**src/rtl/seg_pkg.sv**
```systemverilog
// Shared definitions for the seven-segment scan driver: FSM states,
// active-low segment patterns ({g,f,e,d,c,b,a}) and all-off values.
package seg_pkg;

  typedef enum logic {
    ST_BLANK = 1'b0,
    ST_DRIVE = 1'b1
  } seg_state_e;

  localparam logic [6:0] SEG_OFF   = 7'h7F;
  localparam logic [3:0] ANODE_OFF = 4'b1111;

  localparam logic [6:0] SEG_0 = 7'b1000000;
  localparam logic [6:0] SEG_1 = 7'b1111001;
  localparam logic [6:0] SEG_2 = 7'b0100100;
  localparam logic [6:0] SEG_3 = 7'b0110000;
  localparam logic [6:0] SEG_4 = 7'b0011001;
  localparam logic [6:0] SEG_5 = 7'b0010010;
  localparam logic [6:0] SEG_6 = 7'b0000010;
  localparam logic [6:0] SEG_7 = 7'b1111000;
  localparam logic [6:0] SEG_8 = 7'b0000000;
  localparam logic [6:0] SEG_9 = 7'b0010000;
  localparam logic [6:0] SEG_A = 7'b0001000;
  localparam logic [6:0] SEG_B = 7'b0000011;
  localparam logic [6:0] SEG_C = 7'b1000110;
  localparam logic [6:0] SEG_D = 7'b0100001;
  localparam logic [6:0] SEG_E = 7'b0000110;
  localparam logic [6:0] SEG_F = 7'b0001110;

endpackage

```
**src/rtl/hex_to_7seg.sv**
```systemverilog
// Combinational hex nibble to active-low seven-segment pattern decoder.
module hex_to_7seg
  import seg_pkg::*;
(
  input  logic [3:0] i_Hex,
  output logic [6:0] o_Seg
);

  always_comb begin
    o_Seg = SEG_OFF;
    case (i_Hex)
      4'h0: o_Seg = SEG_0;
      4'h1: o_Seg = SEG_1;
      4'h2: o_Seg = SEG_2;
      4'h3: o_Seg = SEG_3;
      4'h4: o_Seg = SEG_4;
      4'h5: o_Seg = SEG_5;
      4'h6: o_Seg = SEG_6;
      4'h7: o_Seg = SEG_7;
      4'h8: o_Seg = SEG_8;
      4'h9: o_Seg = SEG_9;
      4'hA: o_Seg = SEG_A;
      4'hB: o_Seg = SEG_B;
      4'hC: o_Seg = SEG_C;
      4'hD: o_Seg = SEG_D;
      4'hE: o_Seg = SEG_E;
      4'hF: o_Seg = SEG_F;
      default: o_Seg = SEG_OFF;
    endcase
  end

endmodule

```
**src/rtl/seg_scan_driver.sv**
```systemverilog
// Four-digit multiplexed seven-segment driver with anti-ghost blanking,
// frame-synchronous display updates and leading-zero suppression.
module seg_scan_driver
  import seg_pkg::*;
#(
  parameter int unsigned c_REFRESH_LIMIT = 100000,
  parameter int unsigned c_BLANK_LIMIT   = 1000
) (
  input  logic        i_Clk,
  input  logic        i_Rst,
  input  logic        i_Load,
  input  logic [15:0] i_Value,
  input  logic [3:0]  i_Dp,
  input  logic        i_Blank_Lz,
  output logic [3:0]  o_Anode,
  output logic [6:0]  o_Segment,
  output logic        o_Dp,
  output logic        o_Frame_Done
);

  localparam int unsigned CNT_MAX = (c_REFRESH_LIMIT > c_BLANK_LIMIT) ? c_REFRESH_LIMIT
                                                                       : c_BLANK_LIMIT;
  localparam int unsigned CNT_W   = (CNT_MAX > 1) ? $clog2(CNT_MAX) : 1;
  localparam logic [CNT_W-1:0] BLANK_END = CNT_W'(c_BLANK_LIMIT - 1);
  localparam logic [CNT_W-1:0] DRIVE_END = CNT_W'(c_REFRESH_LIMIT - 1);

  seg_state_e       state_q, state_d;
  logic [CNT_W-1:0] count_q, count_d;
  logic [1:0]       digit_q, digit_d;
  logic             boundary;

  logic [15:0] pend_val_q, pend_val_d;
  logic [3:0]  pend_dp_q, pend_dp_d;
  logic        pend_blz_q, pend_blz_d;
  logic        pending_q, pending_d;
  logic [15:0] disp_val_q, disp_val_d;
  logic [3:0]  disp_dp_q, disp_dp_d;
  logic        disp_blz_q, disp_blz_d;

  logic [3:0] anode_q, anode_d;
  logic [6:0] seg_q, seg_d;
  logic       dp_q, dp_d;
  logic       fdone_q, fdone_d;

  logic [15:0] upper_nibbles;
  logic [3:0]  cur_nibble;
  logic [6:0]  dec_seg;
  logic        lz_hide;

  always_comb begin
    state_d    = state_q;
    count_d    = count_q;
    digit_d    = digit_q;
    boundary   = 1'b0;
    pend_val_d = pend_val_q;
    pend_dp_d  = pend_dp_q;
    pend_blz_d = pend_blz_q;
    pending_d  = pending_q;
    disp_val_d = disp_val_q;
    disp_dp_d  = disp_dp_q;
    disp_blz_d = disp_blz_q;

    unique case (state_q)
      ST_BLANK: begin
        if (count_q == BLANK_END) begin
          state_d = ST_DRIVE;
          count_d = '0;
        end else begin
          count_d = count_q + CNT_W'(1);
        end
      end
      ST_DRIVE: begin
        if (count_q == DRIVE_END) begin
          state_d  = ST_BLANK;
          count_d  = '0;
          digit_d  = digit_q + 2'd1;
          boundary = (digit_q == 2'd3);
        end else begin
          count_d = count_q + CNT_W'(1);
        end
      end
      default: begin
        state_d = ST_BLANK;
        count_d = '0;
      end
    endcase

    // Boundary commit is evaluated before the load so that a load landing
    // on the boundary cycle becomes the next pending value, not the display.
    if (boundary && pending_q) begin
      disp_val_d = pend_val_q;
      disp_dp_d  = pend_dp_q;
      disp_blz_d = pend_blz_q;
      pending_d  = 1'b0;
    end
    if (i_Load) begin
      pend_val_d = i_Value;
      pend_dp_d  = i_Dp;
      pend_blz_d = i_Blank_Lz;
      pending_d  = 1'b1;
    end
  end

  // Outputs are registered from next-state values so they line up with the
  // FSM state they describe rather than lagging by a cycle.
  always_comb begin
    upper_nibbles = disp_val_d >> {digit_d, 2'b00};
    cur_nibble    = upper_nibbles[3:0];
    lz_hide       = disp_blz_d && (digit_d != 2'd0) && (upper_nibbles == 16'h0000);

    anode_d = ANODE_OFF;
    seg_d   = SEG_OFF;
    dp_d    = 1'b1;
    if ((state_d == ST_DRIVE) && !lz_hide) begin
      anode_d = ~(4'b0001 << digit_d);
      seg_d   = dec_seg;
      dp_d    = ~disp_dp_d[digit_d];
    end
    fdone_d = boundary;
  end

  hex_to_7seg u_dec (
    .i_Hex (cur_nibble),
    .o_Seg (dec_seg)
  );

  always_ff @(posedge i_Clk) begin
    if (i_Rst) begin
      state_q    <= ST_BLANK;
      count_q    <= '0;
      digit_q    <= '0;
      pend_val_q <= '0;
      pend_dp_q  <= '0;
      pend_blz_q <= 1'b0;
      pending_q  <= 1'b0;
      disp_val_q <= '0;
      disp_dp_q  <= '0;
      disp_blz_q <= 1'b0;
      anode_q    <= ANODE_OFF;
      seg_q      <= SEG_OFF;
      dp_q       <= 1'b1;
      fdone_q    <= 1'b0;
    end else begin
      state_q    <= state_d;
      count_q    <= count_d;
      digit_q    <= digit_d;
      pend_val_q <= pend_val_d;
      pend_dp_q  <= pend_dp_d;
      pend_blz_q <= pend_blz_d;
      pending_q  <= pending_d;
      disp_val_q <= disp_val_d;
      disp_dp_q  <= disp_dp_d;
      disp_blz_q <= disp_blz_d;
      anode_q    <= anode_d;
      seg_q      <= seg_d;
      dp_q       <= dp_d;
      fdone_q    <= fdone_d;
    end
  end

  assign o_Anode      = anode_q;
  assign o_Segment    = seg_q;
  assign o_Dp         = dp_q;
  assign o_Frame_Done = fdone_q;

endmodule

```
**config.mk**
```make
export PLATFORM = sky130hd
export DESIGN_NAME = seg_scan_driver
export DESIGN_NICKNAME = d
export VERILOG_FILES = /design/src/rtl/seg_pkg.sv /design/src/rtl/hex_to_7seg.sv /design/src/rtl/seg_scan_driver.sv
export SDC_FILE = /design/constraint.sdc
export NUM_CORES = 1
export LEC_CHECK = 0
export ABC_AREA = 1
export CAP_MARGIN = 20
export CORE_MARGIN = 3
export CORE_UTILIZATION = 52
export CTS_CLUSTER_SIZE = 40
export DETAILED_ROUTE_END_ITERATION = 12
export PLACE_DENSITY = 0.74
export REMOVE_ABC_BUFFERS = 1
export SLEW_MARGIN = 20
export SYNTH_ARGS = -nofsm -noshare
export SYNTH_HDL_FRONTEND = slang
export SYNTH_SLANG_ARGS = --single-unit
```
**constraint.sdc**
```tcl
create_clock -name i_Clk -period 6.87 [get_ports i_Clk]
set_clock_uncertainty 0.05 [all_clocks]
set_input_delay 2.061 -clock i_Clk [delete_from_list [all_inputs] [get_ports i_Clk]]
set_output_delay 2.061 -clock i_Clk [all_outputs]
set_load 0.03 [all_outputs]
```
# Yosys cells after proc, flatten, opt, wreduce, memory -nomap -nowiden
# Memories as Yosys holds them, arrays and structs flattened. A register that Yosys moved wholly into a read port is not among the register bits.
# Cells that the tools add are included.
dict set report word_totals {
  wordCells 52
  in_bits 24
  memories 1
  mem_bits_ro 112
  out_inout_bits 13
  register_bits 69
}
dict set report classes {
  reduce_logical 9
  n_lt_le_gt_ge 1
  n_addsub 2
  muxes 17
  n_eq_ne 3
  n_bitwise 4
  shifts 2
}
# name depth width read_ports rd_clocked_by_memory_dff wr line_no
set memory_table {}
lappend memory_table {{(no name shown)} 16 7 1 1 0 hex_to_7seg.sv:11} ;# case (i_Hex)
# cell n
set ops {}
lappend ops {{$mux 17} 2}
lappend ops {{$pmux 17 s2} 1}
lappend ops {{$add 17x1->17 const B} 1}
lappend ops {{$eq 17x10->1 const B} 1}
lappend ops {{$eq 17x17->1 const B} 1}
lappend ops {{$logic_not 16->1} 1}
lappend ops {{$mux 16} 1}
lappend ops {{$shr 16x4->16} 1}
lappend ops {{$mux 1} 8}
lappend ops {{$logic_and 1x1->1} 4}
lappend ops {{$mux 2} 2}
lappend ops {{$mux 4} 1}
lappend ops {{$not 4->4} 1}
lappend ops {{$reduce_bool 2->1} 2}
lappend ops {{$shl 1x2->4 const A} 1}
lappend ops {{$lt 2x3->1 const B} 1}
lappend ops {{$not 1->1} 3}
lappend ops {{$add 2x1->2 const B} 1}
lappend ops {{$bmux 1 s2} 1}
lappend ops {{$eq 2x2->1 const B} 1}
lappend ops {{$pmux 1 s2} 1}
lappend ops {{$reduce_or 2->1} 1}
lappend ops {{$logic_not 1->1} 1}

# Longest topological paths before layout
# Gate-level depths: netlist of run 1.
dict set report depth {
  word_depth 12
  ltp_mapped 19
  depth_no_buf 18
}

# Cells and area by module
# Synthesis of run 1 repeated with hierarchy kept, for this count alone.
dict set report unflattened {
  hier_cells 505
  hier_area_um2 3766.1
}
# mod cells_per_inst n_inst seq_area_each_um2 area_each_um2
set modules_own_cells {}
lappend modules_own_cells {seg_scan_driver 456 1 1521.5 3492.1}
lappend modules_own_cells {hex_to_7seg 49 1 0.0 274.0}

# Worst setup path before layout of run 1
# No wires, ideal clock.
dict set report synth_path {
  path_type {input port to flip-flop}
  from {input i_Load}
  to {register pend_val_q[1]}
  setup_time_ns 0.086
  path_slack_ns 3.811
  cell_stages 4
  t_arrival_ns 2.923
  n_path_buf 2
  required_time_ns 6.734
  cell_sequence {clkbuf_1 > clkinv_1 > clkbuf_1 > a211oi_1}
}
# element line_no
set synth_rtl {}
lappend synth_rtl {{start: declaration} seg_scan_driver.sv:11} ;# input logic i_Load,
lappend synth_rtl {{end signal: assignment} seg_scan_driver.sv:147} ;# pend_val_q <= pend_val_d;
lappend synth_rtl {{end: declaration} seg_scan_driver.sv:32} ;# logic [15:0] pend_val_q, pend_val_d;
# No word-level cell between the ends.

# Worst setup path in the final report of run 1
dict set report layout_path {
  from {input i_Load}
  to {register pend_val_q[0]}
}
# No word-level cell between the ends.

==> results of run 1 <==
stage by stage:
stage,hold slack [ps],util,instances
after CTS,412,0.636,599
after global routing,433,0.636,599
after floorplan,368,-,468
after global placement,380,0.609,583
final,405,0.636,599
after detailed placement,394,0.609,583
final cells by class:
class	instances	area [sq um]
Fill cell	585	2380
Multi-Input combinational cell	352	1840
Sequential cell	76	1520
Timing Repair Buffer	38	370
Inverter	40	150
Clock buffer	10	138
Tap cell	77	96.3
Clock inverter	6	40.0
power breakdown:
| group | switching [uW] | internal (uW) | leakage (uW) |
|---|---|---|---|
| sequential | 6.97 | 449 | 0.000618 |
| clock | 164 | 140 | 0.0000920 |
| combinational | 17.4 | 18.4 | 0.000997 |
cell families (layout without fill, tap and decap cells):
logic type | after synthesis | in the layout
AOI/OAI and AO/OA | 48 | 48
xor gates and xnor gates | 7 | 7
adders and majority gates | 7 | 7
buffers and inverters | 58 | 94
DFF | 76 | 76
muxes | 4 | 4
and+or+nand+nor | 286 | 286
final timing paths:
check	startpoint	cells after the start	to	slack, ps
min	count_q[0]$_SDFF_PP0_	1	count_q[0]$_SDFF_PP0_	410
max reg2reg	count_q[0]$_SDFF_PP0_	17	o_Dp$_SDFF_PP1_	3340
max	i_Load	3	pend_val_q[0]$_SDFFE_PP0P_	2970
min reg2reg	count_q[0]$_SDFF_PP0_	1	count_q[0]$_SDFF_PP0_	410
state kept, by name (all words and copies together), names as in the netlist:
| register | flops |
|---|---|
| o_Anode | 4 |
| disp_val_q | 16 |
| count_q | 17 |
| pend_val_q | 16 |
| pend_blz_q | 1 |
| digit_q | 2 |
| state_q | 1 |
| disp_blz_q | 1 |
| disp_dp_q | 4 |
| o_Segment | 7 |
| o_Dp | 1 |
| pend_dp_q | 4 |
| pending_q | 1 |
| o_Frame_Done | 1 |
cells in the final DEF, fill, tap and decap left out, types with 7 or more instances in the layout:
cell type | Yosys | final
inv_1 | 37 | 37
nor2_1 | 61 | 61
nor3_1 | 8 | 8
nor2_2 | 9 | 9
dfxtp_1 | 76 | 76
clkbuf_8 | 0 | 10
ha_1 | 7 | 7
clkdlybuf4s50_1 | 0 | 35
nand3_1 | 39 | 39
a21oi_1 | 29 | 29
nand2_2 | 15 | 15
nand4_1 | 13 | 13
nand2_1 | 117 | 117
worst max-delay path, stage by stage:
cell	delay, ps
clkdlybuf4s50_1	880
clkinv_1	760
a211oi_1	390
routing by layer:
layer  track usage  up-vias  wire, microns
met1         0.265     1426           3440
met4        0.0812        0             82
met5             0        -              0
li1              -     1641              -
met2         0.329       75           3380
met3        0.0341       10            332
==> summary by stage, run 1 <==
STA
Headroom to the max-slew limit came out at 0.499. In the post-route analysis, the smallest setup slack over all paths is 2970 ps. The number of pins exceeding their max-slew limit in the final report was 0. The count of endpoints failing hold in the final timing report is 0.

Summed over all failing endpoints, the final setup total negative slack is 0 ps. Of the available clock period, the critical path in the final layout requires 0.568. Setup repair after global routing left no endpoint under its margin. The fmax is roughly 260 MHz. The number of setup violations in the final report is 0. At the pin with the least slew margin, the transition time is ~750 ps. Counting I/O delays and the setup requirement, the final critical path takes roughly 3900 ps.

Synth
The share of synthesized registers carrying an async set or reset is 0. The most common cell in the netlist is nand2_1. Of the total synthesized cell area, the portion taken by XOR and XNOR cells is 0.0170.

In the post-synthesis netlist, the biggest area contributors are dfxtp_1, nand2_1, nor2_1. The most common flop cell mapped by yosys is dfxtp_1. Of all cell types, the one taking the most synthesized area is dfxtp_1. The compound-cell area share of the yosys netlist was 0.0771. The fraction of the mapped netlist area in adder cells is 0.0243. The count of cell types in the netlist is 38. The post-synthesis cell area is 0.00360 sq mm.

The number of enable flip-flop cells after synthesis is 0. After synthesis the netlist holds a flip-flop and latch count of 76. The Yosys warning count is 0. Ranked by instance count, the synthesized netlist is headed by nand2_1, dfxtp_1, nor2_1, nand3_1, inv_1. Of the total synthesized cell area, the portion taken by AND, OR, NAND and NOR gates is 0.381. Averaged over all synthesized cells, the footprint is 7.41 sq um. After synthesis, the largest family of logic cells by area is simple AND/OR/NAND/NOR gates. The sequential area share after synthesis is 0.422. Counting every instance in the synthesized netlist gives 486. The area fraction of the dominant cell type after synthesis is 0.422. The share of synthesized area spent on multiplexers is 0.0111.

Routing
After detailed routing, the number of vias per cell comes to approximately 5.3. The routed design has 7230 microns of wire. The number of iterations in the first detailed-routing pass is 6. The DRC violation total after the first TritonRoute iteration is 269.

The remaining antenna violation count after routing is 0. The remaining design rule violation count is 0. After detailed routing, the average wire length per cell comes to approximately 12 microns.

The routed layout has 3,152 vias.

Worst setup path
The critical path is of the input port to flip-flop type. The worst path arrival time is 4110 ps. The element type at the critical path end is a flip-flop. The peak fanout along the critical path is 26. STA classifies the critical path startpoint as an input port.

The required time at the endpoint of the critical path is roughly 7000 ps.

CTS
Buffers inserted during clock tree synthesis total 9. The later pin in the worst-skew pair is clocked with a latency of between 300 and 400 ps. The clock tree from TritonCTS is yes. The tree built by TritonCTS fans out to between 70 and 80 sinks.

In this run the deepest clock path goes through 2 buffers. The cts-stage hold buffer count is 0. The number of levels the H-tree was split into is 3. The cell sitting at the root of the clock tree is a clkbuf_8.

The post-CTS setup-driven buffer insertion count is 0. The clock transition time at the flip-flop clock pins of the worst setup and hold paths is about 80 ps. The number of instances resized during post-cts repair is 0.

Floorplanning
The standard cell core area is about 0.0065 sq mm. The overall die width is 89.2 microns. The top-level I/O count is 37. The overall die height is a little under 90 microns. The die footprint is approximately 0.008 sq mm.

The initial utilization of the core area, before any placement, comes to 0.552. The number of standard-cell rows in the floorplan is 29.

Cells and area
The number of nets in the finished design is roughly 550. The number of diodes is 0. Of the cells placed in the final design, the portion with a size suffix greater than 1 is 0.115. The finished cells cover roughly 0.0042 sq mm. Compared with the post-synthesis result, the final layout area differs by 15.4%.

Placement
The instance area after placement is 0.00398 sq mm. Port buffering added 36 buffers. The detailed placement HPWL is 5220 microns. The weighted congestion reported at the end of routability-driven placement is 0.866. The worst slack at placement is 2600 ps.

Pwr
Total power for the finished layout comes to 796 uW. Across the VDD grid, the largest voltage drop is around 0.12 mV. The areal power density over the cells is 191 mW/mm^2. The analysis attributes to cell leakage a power of roughly 0.0017 uW.

GRT
The first global-routing pass estimated roughly 13,000 microns of wire. The number of global-route vias before repair came to 2,872. The overall fraction of global-route tracks in use is 0.201.

Entering global routing, the biggest net connects 53 pins. The number of antenna violations at the first check in global routing is 0. The total overflow left after global routing is 0.

Flow run
Across the run, the number of max-cap violations was 0.

Min path
In this run the worst hold path is classified as flip-flop to flip-flop.

Run status
The run finished with clean final reports.
Power figures use the tool's default switching activity.
==> inputs of run 2 (changes only) <==
Clock period 6.87 ns to 3.6 ns, I/O delays scaled along.
==> run 2 against run 1 <==
  * Worst setup slack lost 2500 ps
  * Worst hold slack got worse by 5.7 ps
  * First-iteration DRC count fell by 32%
  * Total power grew 96%
  * Die area unchanged
  * Critical path depth is 14 higher
  * Wire length is 2.1% higher
==> summary by stage, run 2 (synthesis gave the netlist of run 1 again) <==
Run status
Status: complete, no violations (unchanged).

GRT
The number of antenna violations at the first check in global routing is 0 (unchanged). The global-route wire length before repair was 13,000 microns (was 12,700 microns). The pin count of the biggest net entering global routing is 52 (was 53). The number of global-route vias before repair is 2,915 (was 2,872).

The overall fraction of global-route tracks in use is 0.207 (was 0.201). The total grt overflow is 0 (unchanged).

Worst setup path
The worst setup path startpoint is count_q[0]$_SDFF_PP0_ (was i_Load). The nature of the critical path startpoint is a flip-flop (was input port). The critical path class is flip-flop to flip-flop (was input port to flip-flop). The worst-case reg-to-reg path depth came to 17 (unchanged).

The worst path arrival time is 3250 ps (was 4110 ps). The reg-to-reg setup timing slack is 500 ps (was 3340 ps). The end of the worst register-to-register path is o_Dp$_SDFF_PP1_ (unchanged). The launching point of the worst reg2reg path is count_q[0]$_SDFF_PP0_ (unchanged). The endpoint of the worst setup timing path is o_Dp$_SDFF_PP1_ (was pend_val_q[0]$_SDFFE_PP0P_). The required time at the endpoint of the critical path came to 3750 ps (was 7070 ps).

The peak fanout along the critical path was 13 (was 26). The element type at the critical path end is a flip-flop (unchanged).

Cells and area
The number of diodes is 0 (unchanged). The number of nets in the finished design is 550 (was 548). The flip-flop count of the largest register, all copies and words added is 17 (unchanged).

The area of all sequential standard cells is 0.00152 sq mm (unchanged). The fraction of layout instances using a drive strength above 1 is 0.115 (about the same). The register with the highest flop count is count_q (unchanged). Most frequent cells in the layout: nand2_1, dfxtp_1, nor2_1 (unchanged). The area growth from synthesis to final layout is 16.0% (was 15.4%). Largest registers in the final layout: count_q (17), disp_val_q (16), pend_val_q (16) (unchanged). The final-layout fill cell count is 587 (was 585). The most common library cell in the layout ignoring fill and taps is nand2_1 (unchanged). The final core area utilization is 0.640 (was 0.636). The multi-input gate area in the final layout was 0.00184 sq mm (about the same).

Floorplanning
The overall die width is 89.2 microns (unchanged). The top-level I/O count is 37 (unchanged). The overall die height is 89.2 microns (unchanged).

The die footprint is 0.00796 sq mm (unchanged). The number of standard-cell rows in the floorplan came to 29 (unchanged). The initial core utilization came to 0.552 (unchanged). The standard cell core area is 0.00653 sq mm (unchanged).

Routing
The average via count per standard cell came to 5.28 (was 5.26). The remaining antenna violation count after routing is 0 (unchanged). The sum of routed wire length over all layers is 7380 microns (was 7230 microns). The DRC violation total after the first TritonRoute iteration was 184 (was 269). The remaining design rule violation count is 0 (unchanged). The number of vias after detailed routing is 3,169 (was 3,152). The number of iterations in the first detailed-routing pass is 4 (was 6).

The detail-routed net length per standard cell was 12.3 microns (was 12.1 microns).

Pwr
The areal power density over the cells is 374 mW/mm^2 (was 191 mW/mm^2). The switching power as a share of total power came to 0.227 (was 0.236). The maximum vdd drop is 0.264 mV (was 0.125 mV). The power share of the combinational group is 0.046 (was 0.045). The leakage component of the power is 0.00172 uW (was 0.00171 uW). The internal power is 1210 uW (was 608 uW). The portion of total power attributed to the clock network is 0.398 (was 0.382).

The power dissipated by switching net loads is 355 uW (was 188 uW). The sequential cell fraction of total power is 0.556 (was 0.573).

Min path
The class of the most critical hold timing path is flip-flop to flip-flop (unchanged).

Placement
The worst slack at placement is 257 ps (was 2600 ps). The weighted congestion reported at the end of routability-driven placement is 0.931 (was 0.866). The detailed placement HPWL is 5520 microns (was 5220 microns). The count of buffers from port buffering is 36 (unchanged).

CTS
The cts-stage hold buffer count was 0 (unchanged). The clock latency on the worst-skew pair is 330 ps (was 340 ps). The clock transition time at the flip-flop clock pins of the worst setup and hold paths is 80 ps (about the same). The clock root buffer master is clkbuf_8 (unchanged). The maximum buffer depth of the clock tree is 2 (unchanged). The total clock sinks is 76 (unchanged). The number of levels the H-tree was split into was 3 (unchanged). The number of buffers inserted during clock tree synthesis came to 9 (unchanged). The clock tree from TritonCTS is yes (unchanged).

STA
The number of pins exceeding their max-slew limit in the final report came to 0 (unchanged). The slew at the pin with the worst max-slew slack is 664 ps (was 750 ps). The time the final worst path needs with I/O delays and setup is roughly 3100 ps.

The number of setup violations in the final report came to 0 (unchanged). The final worst setup slack is 503 ps (was 2970 ps). RSZ-0062 raised after global routing: false (unchanged). The max-slew headroom at the worst pin is 0.554 (was 0.499). Derived from the worst setup path, the maximum achievable clock frequency is approximately 320 MHz.

The count of endpoints failing hold in the final timing report is 0 (unchanged). In the finished design, the share of the clock period the worst path needs comes to 0.860. The sum of negative setup slack is 0 ps (unchanged).

Flow run
The count of maximum capacitance violations is 0 (unchanged).
run 2: cell count changes in the layout (fill, tap and decap cells not counted), sizes merged:
cell | before | now
clkinv | 6 | 5
clkinvlp | 1 | 0
buf | 3 | 5
bufinv | 0 | 1
run 2: how the worst min path moves through the flow:
stage,end,depth (start not counted),startpoint
3_3_place_gp,count_q[0]$_SDFF_PP0_,1,count_q[0]$_SDFF_PP0_
5_1_grt,count_q[0]$_SDFF_PP0_,1,count_q[0]$_SDFF_PP0_
6_report,count_q[0]$_SDFF_PP0_,1,count_q[0]$_SDFF_PP0_
2_1_floorplan,count_q[0]$_SDFF_PP0_,1,count_q[0]$_SDFF_PP0_
3_5_place_dp,count_q[0]$_SDFF_PP0_,1,count_q[0]$_SDFF_PP0_
4_1_cts,count_q[0]$_SDFF_PP0_,1,count_q[0]$_SDFF_PP0_
run 2: what timing repair did:
item	4_1_cts	5_1_grt
resized for setup	0	1
buffers inserted	0	0
endpoints found under the hold margin	0	0
endpoints found under the setup margin	0	12
run 2: power by group through the flow:
| stage | registers (uW) | clock network, uW | logic, uW |
|---|---|---|---|
| after floorplan | 886 | 0 | 26.2 |
| after global placement | 888 | 0 | 71.9 |
| after detailed placement | 889 | 0 | 73.6 |
| after CTS | 869 | 637 | 73.7 |
| after global routing | 871 | 680 | 81.2 |
| final | 869 | 622 | 72.6 |
run 2: final cells by class:
cell class,instances,share of cell area
inverter,40,0.0359
tap,77,0.0231
sequential,76,0.364
clock inverter,5,0.0129
timing repair buffer,40,0.0922
clock buffer,10,0.0305
multi-input combinational,352,0.441
run 2: layer usage:
layer,vias up,track usage,wire length [microns]
li1,1638,-,-
met1,1445,0.284,3580
met2,78,0.326,3380
met3,8,0.0378,343
met4,0,0.0771,78
met5,-,0,0
run 2: worst max-delay path, stage by stage, from the launching register on:
cell and delay [ps]:
dfxtp_1 360, ha_1 240, nand3_4 130, inv_1 70
nand2_1 60, nor2_2 380, nand3b_1 130, nand2_1 200
nand2_1 90, o21ai_0 200, nor2_2 100, ha_1 250
nand3_1 100, nor2_1 40, nand2_1 60, nor2_2 50
nor2_4 320, nand3_1 120
run 2: metrics by stage:
| step | total power, uW | area [sq um] | hold slack, ps | std cells |
|---|---|---|---|---|
| 3_5_place_dp | 963 | 3990 | 388 | 585 |
| 3_3_place_gp | 960 | 3990 | 382 | 585 |
| 4_1_cts | 1580 | 4170 | 405 | 600 |
| 6_report | 1560 | 4180 | 399 | 600 |
| 2_1_floorplan | 912 | 3510 | 368 | 468 |
| 5_1_grt | 1630 | 4180 | 420 | 600 |
==> inputs of run 3 (changes only) <==
Settings changed: MAX_ROUTING_LAYER set to met4.
==> run 3 against run 2 <==
  * Global-route usage grew 0.96 points
  * Non-clock buffer count unchanged
  * Critical endpoint unchanged
  * Worst setup slack got worse by 73 ps
  * Largest cell class unchanged
  * Sequential share of layout area decreased by 0.25 points
  * Die area did not move
  * Largest power group unchanged
==> summary by stage, run 3 (synthesis gave the netlist of run 1 again) <==
Routing
The remaining design rule violation count is 0 (unchanged). The remaining antenna violation count after routing is 0 (unchanged). The average via count per standard cell is 5.23 (was 5.28). The number of iterations in the first detailed-routing pass is 4 (unchanged). The detail-routed net length per standard cell is 12.5 microns (was 12.3 microns). The number of vias after detailed routing is 3,136 (was 3,169). The sum of routed wire length over all layers came to 7480 microns (was 7380 microns). The DRC violation total after the first TritonRoute iteration is 146 (was 184).

CTS
The cts-stage hold buffer count is 0 (unchanged). The total clock sinks was 76 (unchanged). The clock latency on the worst-skew pair was 350 ps (was 330 ps). The number of levels the H-tree was split into was 3 (unchanged). The clock tree from TritonCTS is yes (unchanged). The number of buffers inserted during clock tree synthesis came to 9 (unchanged). The clock root buffer master is clkbuf_8 (unchanged).

The maximum buffer depth of the clock tree is 2 (unchanged). The clock transition time at the flip-flop clock pins of the worst setup and hold paths is 80 ps (about the same).

GRT
The pin count of the biggest net entering global routing is 52 (unchanged). The total grt overflow is 0 (unchanged). The number of antenna violations at the first check in global routing is 0 (unchanged).

The overall fraction of global-route tracks in use came to 0.217 (was 0.207). The number of global-route vias before repair is 2,923 (was 2,915). The global-route wire length before repair is 13,200 microns (was 13,000 microns).

Floorplanning
The die footprint is 0.00796 sq mm (unchanged). The standard cell core area was 0.00653 sq mm (unchanged). The overall die height is 89.2 microns (unchanged). The initial core utilization is 0.552 (unchanged).

The top-level I/O count was 37 (unchanged). The overall die width came to 89.2 microns (unchanged). The number of standard-cell rows in the floorplan is 29 (unchanged).

Worst setup path
The critical path's most frequent cell is nand3_1 (was nand2_1). The critical path class was flip-flop to flip-flop (unchanged). The cell with the largest stage delay on the worst path is nor2_2 (unchanged). The biggest cell delay along the critical path is 390 ps (was 380 ps). The element type at the critical path end is a flip-flop (unchanged). The worst path arrival time is 3410 ps (was 3250 ps).

The worst setup path startpoint is count_q[0]$_SDFF_PP0_ (unchanged). The launching point of the worst reg2reg path is count_q[0]$_SDFF_PP0_ (unchanged). The gate family responsible for the most delay along the worst path is simple AND/OR/NAND/NOR gates (unchanged). The peak fanout along the critical path is 13 (unchanged). The nature of the critical path startpoint was a flip-flop (unchanged). The required time at the endpoint of the critical path came to 3840 ps (was 3750 ps). Chain of cells forming the critical path: ha_1, nand3_4, inv_1, nand2_1, nor2_2, nand3_1, nand2_4, nand3_1, nand3_1, inv_1, nor2_1, ha_1, nand3_1, nor2_1, nand2_1, nor2_2, nor2_4, nand3_1 (was ha_1, nand3_4, inv_1, nand2_1, nor2_2, nand3b_1, nand2_1, nand2_1, o21ai_0, nor2_2, ha_1, nand3_1, nor2_1, nand2_1, nor2_2, nor2_4, nand3_1). The number of buffers and inverters on the critical path is 2 (was 1).

Cells and area
The number of diodes is 0 (unchanged). The area growth from synthesis to final layout came to 16.8% (was 16.0%). The flip-flop count of the largest register, all copies and words added was 17 (unchanged). The final-layout fill cell count came to 578 (was 587).

Most frequent cells in the layout: nand2_1, dfxtp_1, nor2_1 (unchanged). Largest registers in the final layout: count_q (17), disp_val_q (16), pend_val_q (16) (unchanged). The fraction of layout instances using a drive strength above 1 was 0.117 (was 0.115). The most common library cell in the layout ignoring fill and taps is nand2_1 (unchanged). The register with the highest flop count is count_q (unchanged).

The number of nets in the finished design was 550 (unchanged).

STA
The number of setup violations in the final report was 0 (unchanged). The fmax was 315 MHz (was 323 MHz). The time the final worst path needs with I/O delays and setup is 3170 ps (was 3100 ps).

The final worst setup slack is 430 ps (was 503 ps). The sum of negative setup slack was 0 ps (unchanged). The slew at the pin with the worst max-slew slack was 693 ps (was 664 ps).

RSZ-0062 raised after global routing: false (unchanged). The count of endpoints failing hold in the final timing report is 0 (unchanged). The number of pins exceeding their max-slew limit in the final report was 0 (unchanged).

The final worst-path cycle share was 0.881 (was 0.860). The max-slew headroom at the worst pin is 0.535 (was 0.554).

Placement
The count of buffers from port buffering is 36 (unchanged). The worst slack at placement is 248 ps (was 257 ps). The detailed placement HPWL is 5500 microns (was 5520 microns).

The weighted congestion reported at the end of routability-driven placement is 0.939 (was 0.931).

Min path
The critical hold path startpoint is pend_dp_q[1]$_SDFFE_PP0P_ (was count_q[0]$_SDFF_PP0_). The class of the most critical hold timing path is flip-flop to flip-flop (unchanged).

Run status
Status: complete, no violations (unchanged).

Pwr
The areal power density over the cells is 385 mW/mm^2 (was 374 mW/mm^2). The maximum vdd drop came to 0.268 mV (was 0.264 mV). The leakage component of the power is 0.00173 uW (was 0.00172 uW).

Flow run
The count of maximum capacitance violations came to 0 (unchanged).
[run 3: cell type report]
class / instances / area (sq um) / area share
Clock buffer: 12 / 165 / 0.0393
Multi-Input combinational cell: 352 / 1840 / 0.438
Inverter: 40 / 150 / 0.0357
Tap cell: 77 / 96.3 / 0.0229
Sequential cell: 76 / 1520 / 0.362
Timing Repair Buffer: 40 / 385 / 0.0916
Clock inverter: 3 / 45.0 / 0.0107
[run 3: timing repair]
action,4_1_cts,5_1_grt
resized for setup,0,1
setup buffers,0,0
setup endpoints to repair,0,12
[run 3: routing by layer]
metal / vias up / track usage / wire, microns
met5: - / - / 0
met3: 9 / 0.0369 / 397
met1: 1396 / 0.290 / 3630
li1: 1646 / - / -
met4: 0 / 0.0880 / 122
met2: 85 / 0.325 / 3320
[run 3: worst paths after layout]
check             cells past startpoint                        end  slack (ps)
setup reg to reg                     18            o_Dp$_SDFF_PP1_         430
hold reg to reg                       2  pend_dp_q[1]$_SDFFE_PP0P_         410
setup / recovery                     18            o_Dp$_SDFF_PP1_         430
hold / removal                        2  pend_dp_q[1]$_SDFFE_PP0P_         410
[run 3: tightest hold or removal path, cell delays in order, from the launching register on]
cell and delay, ps:
dfxtp_1 310, nand2_1 60, a21oi_1 50
[run 3: power by group]
part / switching (uW) / internal (uW) / total [uW]
Sequential: 11.5 / 857 / 869
Combinational: 36.4 / 36.5 / 72.9
Clock: 305 / 373 / 678
Total: 353 / 1270 / 1620
[run 3: stage by stage]
step | cells | hold WS (ps) | utilization | cell area, sq um | total power, uW
2_1_floorplan | 468 | 368 | - | 3510 | 912
3_3_place_gp | 585 | 382 | 0.611 | 3990 | 960
3_5_place_dp | 585 | 407 | 0.611 | 3990 | 962
4_1_cts | 600 | 417 | 0.643 | 4200 | 1630
5_1_grt | 600 | 438 | 0.644 | 4210 | 1690
6_report | 600 | 413 | 0.644 | 4210 | 1620
